File: config.mk
export PLATFORM = sky130hd
export DESIGN_NAME = histo_readout
export DESIGN_NICKNAME = d
export VERILOG_FILES = /design/src/rtl/histo_readout.sv
export SDC_FILE = /design/constraint.sdc
export NUM_CORES = 1
export LEC_CHECK = 0
export ABC_AREA = 1
export BUFFER_PORTS_ARGS = -buffer_cell sky130_fd_sc_hd__buf_2
export CORE_MARGIN = 2
export CORE_UTILIZATION = 30
export DETAILED_ROUTE_END_ITERATION = 16
export RECOVER_POWER = 50
export SYNTH_ARGS = -nofsm -noshare
export SYNTH_HDL_FRONTEND = slang
export SYNTH_SLANG_ARGS = --single-unit
File: constraint.sdc
create_clock -name clk_adc -period 13.06 [get_ports clk_adc]
set_input_delay 3.265 -clock clk_adc [delete_from_list [all_inputs] [get_ports clk_adc]]
set_output_delay 3.265 -clock clk_adc [all_outputs]
set_load 0.005 [all_outputs]
File: src/rtl/histo_readout.sv
// Sweeps every histogram channel, latches its words into shadow registers and streams
// each channel as a framed, checksummed byte sequence over a valid/ready handshake.
module histo_readout #(
  parameter int         NCHAN       = 16,
  parameter int         NHIST       = 8,
  parameter int         MUX_LAT     = 2,
  parameter int         CLEAR_AFTER = 1,
  parameter logic [7:0] HDR         = 8'hA5
) (
  input  logic                   clk_adc,
  input  logic                   rst,
  input  logic                   start,
  output logic [7:0]             histostosend,
  input  logic [NHIST-1:0][31:0] histosout,
  output logic [7:0]             tx_data,
  output logic                   tx_valid,
  input  logic                   tx_ready,
  output logic                   busy,
  output logic                   done,
  output logic                   resethist
);

  localparam int WW = (NHIST > 1) ? $clog2(NHIST) : 1;
  localparam int CW = $clog2(MUX_LAT + 1);

  typedef enum logic [3:0] {
    S_IDLE, S_SELECT, S_WAIT, S_LATCH, S_HDR, S_CHAN, S_DATA, S_CSUM, S_FIN
  } state_t;

  state_t          state_q, state_d;
  logic [7:0]      ch_q, ch_d;
  logic [7:0]      sel_q, sel_d;
  logic [CW-1:0]   cnt_q, cnt_d;
  logic [WW-1:0]   word_q, word_d;
  logic [1:0]      byte_q, byte_d;
  logic [7:0]      csum_q, csum_d;
  logic [31:0]     shadow_q [NHIST];
  logic [31:0]     shadow_d [NHIST];
  logic [31:0]     cur_word;
  logic [7:0]      data_byte;

  // Shadow copy is taken only in LATCH so later histogram updates cannot tear a frame.
  for (genvar gi = 0; gi < NHIST; gi++) begin : g_shadow
    assign shadow_d[gi] = (state_q == S_LATCH) ? histosout[gi] : shadow_q[gi];
    always_ff @(posedge clk_adc) begin
      shadow_q[gi] <= shadow_d[gi];
    end
  end

  assign cur_word  = shadow_q[word_q];
  assign data_byte = cur_word[{byte_q, 3'b000} +: 8];

  always_comb begin
    state_d   = state_q;
    ch_d      = ch_q;
    sel_d     = sel_q;
    cnt_d     = cnt_q;
    word_d    = word_q;
    byte_d    = byte_q;
    csum_d    = csum_q;
    tx_valid  = 1'b0;
    tx_data   = 8'h00;
    done      = 1'b0;
    resethist = 1'b0;
    case (state_q)
      S_IDLE: begin
        if (start) begin
          ch_d    = 8'd0;
          sel_d   = 8'd0;
          state_d = S_SELECT;
        end
      end
      S_SELECT: begin
        sel_d   = ch_q;
        cnt_d   = CW'(MUX_LAT - 1);
        state_d = S_WAIT;
      end
      S_WAIT: begin
        if (cnt_q == '0) state_d = S_LATCH;
        else             cnt_d   = cnt_q - 1'b1;
      end
      S_LATCH: begin
        csum_d  = 8'h00;
        word_d  = '0;
        byte_d  = 2'd0;
        state_d = S_HDR;
      end
      S_HDR: begin
        tx_valid = 1'b1;
        tx_data  = HDR;
        if (tx_ready) state_d = S_CHAN;
      end
      S_CHAN: begin
        tx_valid = 1'b1;
        tx_data  = ch_q;
        if (tx_ready) begin
          csum_d  = csum_q ^ ch_q;
          state_d = S_DATA;
        end
      end
      S_DATA: begin
        tx_valid = 1'b1;
        tx_data  = data_byte;
        if (tx_ready) begin
          csum_d = csum_q ^ data_byte;
          if (byte_q == 2'd3) begin
            byte_d = 2'd0;
            if (word_q == WW'(NHIST - 1)) state_d = S_CSUM;
            else                          word_d  = word_q + 1'b1;
          end else begin
            byte_d = byte_q + 1'b1;
          end
        end
      end
      S_CSUM: begin
        tx_valid = 1'b1;
        tx_data  = csum_q;
        if (tx_ready) begin
          if (ch_q == 8'(NCHAN - 1)) begin
            state_d = S_FIN;
          end else begin
            ch_d    = ch_q + 8'd1;
            state_d = S_SELECT;
          end
        end
      end
      S_FIN: begin
        done      = 1'b1;
        resethist = (CLEAR_AFTER != 0);
        state_d   = S_IDLE;
      end
      default: state_d = S_IDLE;
    endcase
  end

  always_ff @(posedge clk_adc) begin
    if (rst) begin
      state_q <= S_IDLE;
      ch_q    <= 8'd0;
      sel_q   <= 8'd0;
      cnt_q   <= '0;
      word_q  <= '0;
      byte_q  <= 2'd0;
      csum_q  <= 8'h00;
    end else begin
      state_q <= state_d;
      ch_q    <= ch_d;
      sel_q   <= sel_d;
      cnt_q   <= cnt_d;
      word_q  <= word_d;
      byte_q  <= byte_d;
      csum_q  <= csum_d;
    end
  end

  assign histostosend = sel_q;
  assign busy         = (state_q != S_IDLE);

endmodule

==> impl_metrics.json, run 1 <==
{
  "cp.required_ns": 9.80,
  "p_per_area_nw_per_um2": 155,
  "cts_max_path_buffers": 3,
  "synth_top_family_by_area": "simple AND/OR/NAND/NOR gates",
  "synth_nets": 1389,
  "layout-drive-gt1-share": 0.247,
  "fin_crit_ns": 6.93,
  "fmax_mhz": 144,
  "stdcell_count": 1938,
  "netlist.area_leader.share": 0.628,
  "drtAntennaViolNets": 0,
  "wl_um": 37300,
  "rows": 73,
  "status": "finished, final reports clean",
  "crit_buf_inv": 3,
  "grtUsageTotal": 0.175,
  "post_cts_buffers": 0,
  "cp_max_fo": 83,
  "grt_max_degree": 170,
  "worst_hold_slack_ns": 0.470,
  "antenna_found_initial": 0,
  "hold_viol_final": 0,
  "num_antenna_cells": 0,
  "crit_path_frequent_cell": "nand3_1",
  "cts_tree": "yes",
  "syn_inst": 1124,
  "reg2regPathDepth": 5,
  "drv_cap": 0,
  "worstSetupStartpointType": "flop",
  "worst_path_max_delay_cell": "buf_4",
  "synthArstFlopShare": 0,
  "clock_skew_ns": 0.0272,
  "synthMostInstantiatedCell": "nand2_1",
  "numCtsBuffers": 35,
  "power_frac_comb": 0.116,
  "syn_area_um2": 12200,
  "tns_ns": 0,
  "die_y_um": 206,
  "synth_edf_count": 256,
  "yosysUniqueCellTypes": 36,
  "yosys.area_share.xor_xnor": 0.000716,
  "die_w_um": 206,
  "io_pins": 280,
  "cp.depth": 11,
  "fin_crit_sh": 0.531,
  "holdPathStages": 2,
  "dr_total_vias": 9266,
  "avgSynthCellArea_um2": 10.9,
  "synth-seq-cells": 294,
  "yosys.area.top_type": "edfxtp_1",
  "clockPowerShare": 0.405,
  "port-buffer-count": 279,
  "vias_per_cell": 4.78,
  "p_sw_uw": 599,
  "fillCellCount": 3964,
  "syn_to_final_growth_pct": 23.7,
  "p_int_uw": 1750,
  "cts_max_level": 2,
  "drt_pass1_iterations": 5,
  "drt_iter0_drc": 718,
  "grt_pass1_wl_um": 54500,
  "grt_pass1_vias": 9299,
  "hold_class": "reg -> reg",
  "crit_arrival_ns": 3.67,
  "cts_root_buf": "clkbuf_16",
  "synth-compound-area-share": 0.0275,
  "dp_hpwl_um": 26200,
  "slew_headroom": 0.228,
  "clk_pin_slew_ns": 0.05,
  "power_frac_seq": 0.479,
  "drc_errors": 0,
  "cpLargestDelayFamily": "buffers and inverters",
  "peakVddDrop_uv": 83.2,
  "setup_viol": 0,
  "ys_warn_count": 0,
  "swShare": 0.255,
  "hold_buffers": 0,
  "worstSetupPathType": "reg -> out",
  "cp_slowest_stage_delay_ns": 0.78,
  "gp_congestion": 0.778,
  "seq_area_um2": 8460,
  "muxShareOfSynthArea": 0,
  "synthTopCellsByArea": "edfxtp_1 (63%), nand2_1 (11%), nand3_1 (10%), dfxtp_1 (6.2%), buf_2 (1.2%)",
  "insertion_delay_ns": 0.54,
  "wl_per_cell_um": 19.2,
  "worst_slew_pin_slew_ns": 1.16,
  "coreArea_um2": 40000,
  "cp-end-kind": "output pin",
  "synth_flop_cell": "edfxtp_1",
  "yosys.area_share.simple": 0.235,
  "cts_num_sinks": 294,
  "grt_setup_unrepaired": "false",
  "yosysSeqAreaShare": 0.690,
  "multi_input_area_um2": 3290,
  "placed_cell_area_um2": 14000,
  "start_util": 0.306,
  "final_cell_area_um2": 15100,
  "nNetsFinal": 1653,
  "fp.dieArea_um2": 42400,
  "synth_common_cells": "nand2_1 (373), edfxtp_1 (256), nand3_1 (254), dfxtp_1 (38), inv_1 (36)",
  "cts_resized": 0,
  "grt_overflow": 0,
  "p_leak_uw": 0.00595,
  "critical_path.cell_chain": "inv_4, buf_4, nand2_1, nand3_1, nand3_1, nand2_1, nand2_1, nand3_1, nand3_1, o211ai_1, buf_2",
  "dp_cells": 1876,
  "maxSlewViolCount": 0,
  "synth_fa_ha_area_frac": 0.00511
}
## per-layer routing
metal | up-vias | GRT usage | part of all wire
li1 | 4442 | - | -
met1 | 4406 | 0.230 | 0.43
met2 | 362 | 0.285 | 0.47
met3 | 56 | 0.0325 | 0.065
met4 | 0 | 0.0696 | 0.031
met5 | - | 0 | 0
## flip-flops by register name, indices dropped and copies added, names as in the netlist, named ones only
| name | flops |
|---|---|
| ch_q | 8 |
| histostosend | 8 |
| byte_q | 2 |
| cnt_q | 2 |
| word_q | 3 |
| state_q | 4 |
| csum_q | 8 |
| shadow_q | 256 |
## logic make-up (layout without fill, tap and decap cells)
family          Yosys count  count (layout)
xor+xnor                  1               1
simple gates            666             666
fa+ha+maj                 5               5
compound gates           55              55
buf+inv                 103             392
flops                   294             294
## cell usage in the layout (no fill, tap or decap), drive strengths merged
cell and n:
a211oi 3, a21oi 31, a22oi 1, a31oi 1, buf 285, bufinv 3
clkbuf 51, clkinv 11, clkinvlp 2, dfxtp 38, edfxtp 256, ha 5
inv 40, nand2 380, nand3 254, nand4 2, nor2 19, nor3 6
nor3b 4, o211a 1, o211ai 4, o21ai 8, o221ai 4, o22ai 1
o41ai 1, or2 1, xor2 1
## worst register-to-register path, delay by kind of cell, from the launching register on
kind,cells,cell delay [ns]
buffers and inverters,3,1.83
DFF,1,0.35
and+or+nand+nor,2,0.85
## cell type report
type                            count  area share
Sequential cell                   294       0.558
Inverter                           43      0.0108
Multi-Input combinational cell    727       0.217
Clock buffer                       49      0.0627
Tap cell                          525      0.0434
Timing Repair Buffer              287      0.0968
Clock inverter                     13      0.0107
## through the flow
stage / util / setup slack (ns) / power [µW]
global route: 0.379 / 5.83 / 2450
global placement: 0.351 / 6.69 / 1420
CTS: 0.379 / 6.10 / 2390
floorplan: - / 4.59 / 1320
finish: 0.379 / 6.13 / 2350
detailed placement: 0.351 / 6.68 / 1420
## power groups by stage
stage / clock network [µW] / logic (µW) / registers (µW)
2_1_floorplan: 0 / 176 / 1150
3_3_place_gp: 0 / 273 / 1150
3_5_place_dp: 0 / 278 / 1150
4_1_cts: 984 / 278 / 1130
5_1_grt: 1020 / 307 / 1130
6_report: 953 / 272 / 1130
## final timing paths
kind                                         startpoint                        to  slack, ns
worst max-delay path                               flop                tx_data[0]       6.13
worst min-delay path              cnt_q[1]$_SDFFE_PP0P_     cnt_q[1]$_SDFFE_PP0P_       0.47
worst max register to register  state_q[2]$_SDFFE_PP0P_  shadow_q[7][9]$_DFFE_PN_       9.55
worst min register to register    cnt_q[1]$_SDFFE_PP0P_     cnt_q[1]$_SDFFE_PP0P_       0.47
No activity file was read; power rests on OpenSTA's default activity.
==> run 2: changes to the inputs <==
==> constraint.sdc (replaced) <==
create_clock -name clk_adc -period 6.29 [get_ports clk_adc]
set_input_delay 1.5725 -clock clk_adc [delete_from_list [all_inputs] [get_ports clk_adc]]
set_output_delay 1.5725 -clock clk_adc [all_outputs]
set_load 0.005 [all_outputs]
==> impl_metrics.json, run 2 (same netlist as run 1, synthesis figures left out) <==
{
  "status": "finished with violations",
  "violations": "capacitance limit, slew limit",
  "peakVddDrop_uv": 236,
  "clock_skew_ns": 0.0226,
  "start_util": 0.306,
  "grt_setup_unrepaired": "false",
  "dp_hpwl_um": 25700,
  "fillCellCount": 3943,
  "dr_total_vias": 9216,
  "layout-drive-gt1-share": 0.221,
  "fp.dieArea_um2": 42400,
  "hold_class": "reg -> reg",
  "fin_total_pwr_uw": 5040,
  "vias_per_cell": 4.75,
  "grt_overflow": 0,
  "coreArea_um2": 40000,
  "cts_max_level": 2,
  "crit_path_frequent_cell": "nand3_1",
  "cts_tree": "yes",
  "syn_to_final_growth_pct": 24.2,
  "gp_congestion": 0.818,
  "regMostFlops": "shadow_q",
  "antenna_found_initial": 5,
  "drc_errors": 0,
  "cts_root_buf": "clkbuf_16",
  "critical_path.cell_chain": "inv_4, buf_4, nand2_1, nand3_1, nand3_1, nand2_1, nand2_1, nand3_1, nand3_1, o221ai_1, buf_2",
  "wl_um": 36400,
  "numCtsBuffers": 35,
  "rows": 73,
  "insertion_delay_ns": 0.54,
  "clk_pin_slew_ns": 0.06,
  "cp-end-kind": "output pin",
  "grt_pass1_vias": 9015,
  "multi_input_area_um2": 3270,
  "hold_buffers": 0,
  "p_per_area_nw_per_um2": 331,
  "grt_pass1_wl_um": 53600,
  "final_cell_mix": "nand2_1 (374), edfxtp_1 (256), nand3_1 (254)",
  "die_w_um": 206,
  "cts_num_sinks": 294,
  "mostFrequentLayoutCell": "nand2_1",
  "maxSlewViolCount": 27,
  "cp_slowest_stage_delay_ns": 0.85,
  "worst_path_max_delay_cell": "inv_4",
  "hold_viol_final": 0,
  "seq_area_um2": 8460,
  "cpLargestDelayFamily": "buffers and inverters",
  "setup_ws_ns": 1.16,
  "io_pins": 280,
  "worstSetupPathType": "reg -> out",
  "grt_max_degree": 159,
  "tns_ns": 0,
  "crit_buf_inv": 3,
  "dp_slack_ns": 1.69,
  "placed_cell_area_um2": 14000,
  "fin_crit_ns": 5.13,
  "fmax_mhz": 195,
  "post_cts_buffers": 0,
  "cp.required_ns": 4.72,
  "drt_iter0_drc": 685,
  "worstSetupStartpointType": "flop",
  "final_core_util": 0.380,
  "wl_per_cell_um": 18.7,
  "cp_max_fo": 100,
  "crit_arrival_ns": 3.56,
  "worst_slew_pin_slew_ns": 2.20,
  "cts_resized": 0,
  "fin_crit_sh": 0.816,
  "largest_reg_flops": 256,
  "slew_headroom": -0.475,
  "die_y_um": 206,
  "port-buffer-count": 279,
  "nNetsFinal": 1653,
  "p_leak_uw": 0.00589,
  "cts_max_path_buffers": 3,
  "drtAntennaViolNets": 0,
  "drv_cap": 1,
  "final_cell_area_um2": 15200,
  "drt_pass1_iterations": 5,
  "setup_viol": 0,
  "grtUsageTotal": 0.171
}
## run 2: cell count changes in the layout (fill, tap and decap cells not counted), moves of 3 or more
cell,delta
bufinv_16,+3
diode_2,+3
clkinv_2,+3
buf_2,-45
clkbuf_1,+36
## run 2: metal layers
layer	global-route usage	wire (µm)	vias up
met5	0	30	-
met4	0.0628	865	4
met3	0.0363	2450	53
met2	0.274	17000	365
met1	0.228	16000	4346
li1	-	-	4448
## run 2: final cells by class
class | count | share of cell area
flip-flops and latches | 294 | 0.556
multi-input cells | 727 | 0.215
diodes | 3 | 0.000494
repair buffers | 287 | 0.0928
clock inverters | 21 | 0.0181
clock buffers | 42 | 0.0628
well taps | 525 | 0.0432
inverters | 43 | 0.0108
## run 2: worst paths after layout
kind / from / end / slack [ns] / depth (start not counted)
setup / recovery: flop / tx_data[1] / 1.16 / 11
hold / removal: cnt_q[1]$_SDFFE_PP0P_ / cnt_q[1]$_SDFFE_PP0P_ / 0.47 / 2
setup reg to reg: state_q[2]$_SDFFE_PP0P_ / shadow_q[2][28]$_DFFE_PN_ / 2.21 / 4
hold reg to reg: cnt_q[1]$_SDFFE_PP0P_ / cnt_q[1]$_SDFFE_PP0P_ / 0.47 / 2
## run 2: report_power, final
group	internal, µW	switching [µW]
Sequential	2280	63.5
Combinational	172	374
Clock	1330	812
## run 2: worst reg2reg max path, delay by kind of cell, from the launching register on
family / cells / cell delay (ns)
DFF: 1 / 0.34
buffers and inverters: 2 / 1.08
and+or+nand+nor: 2 / 2.25
## run 2: metrics by stage
step	cells	hold slack [ns]
CTS	1939	0.471
global route	1942	0.496
finish	1942	0.475
floorplan	1124	0.439
detailed placement	1876	0.463
global placement	1876	0.448
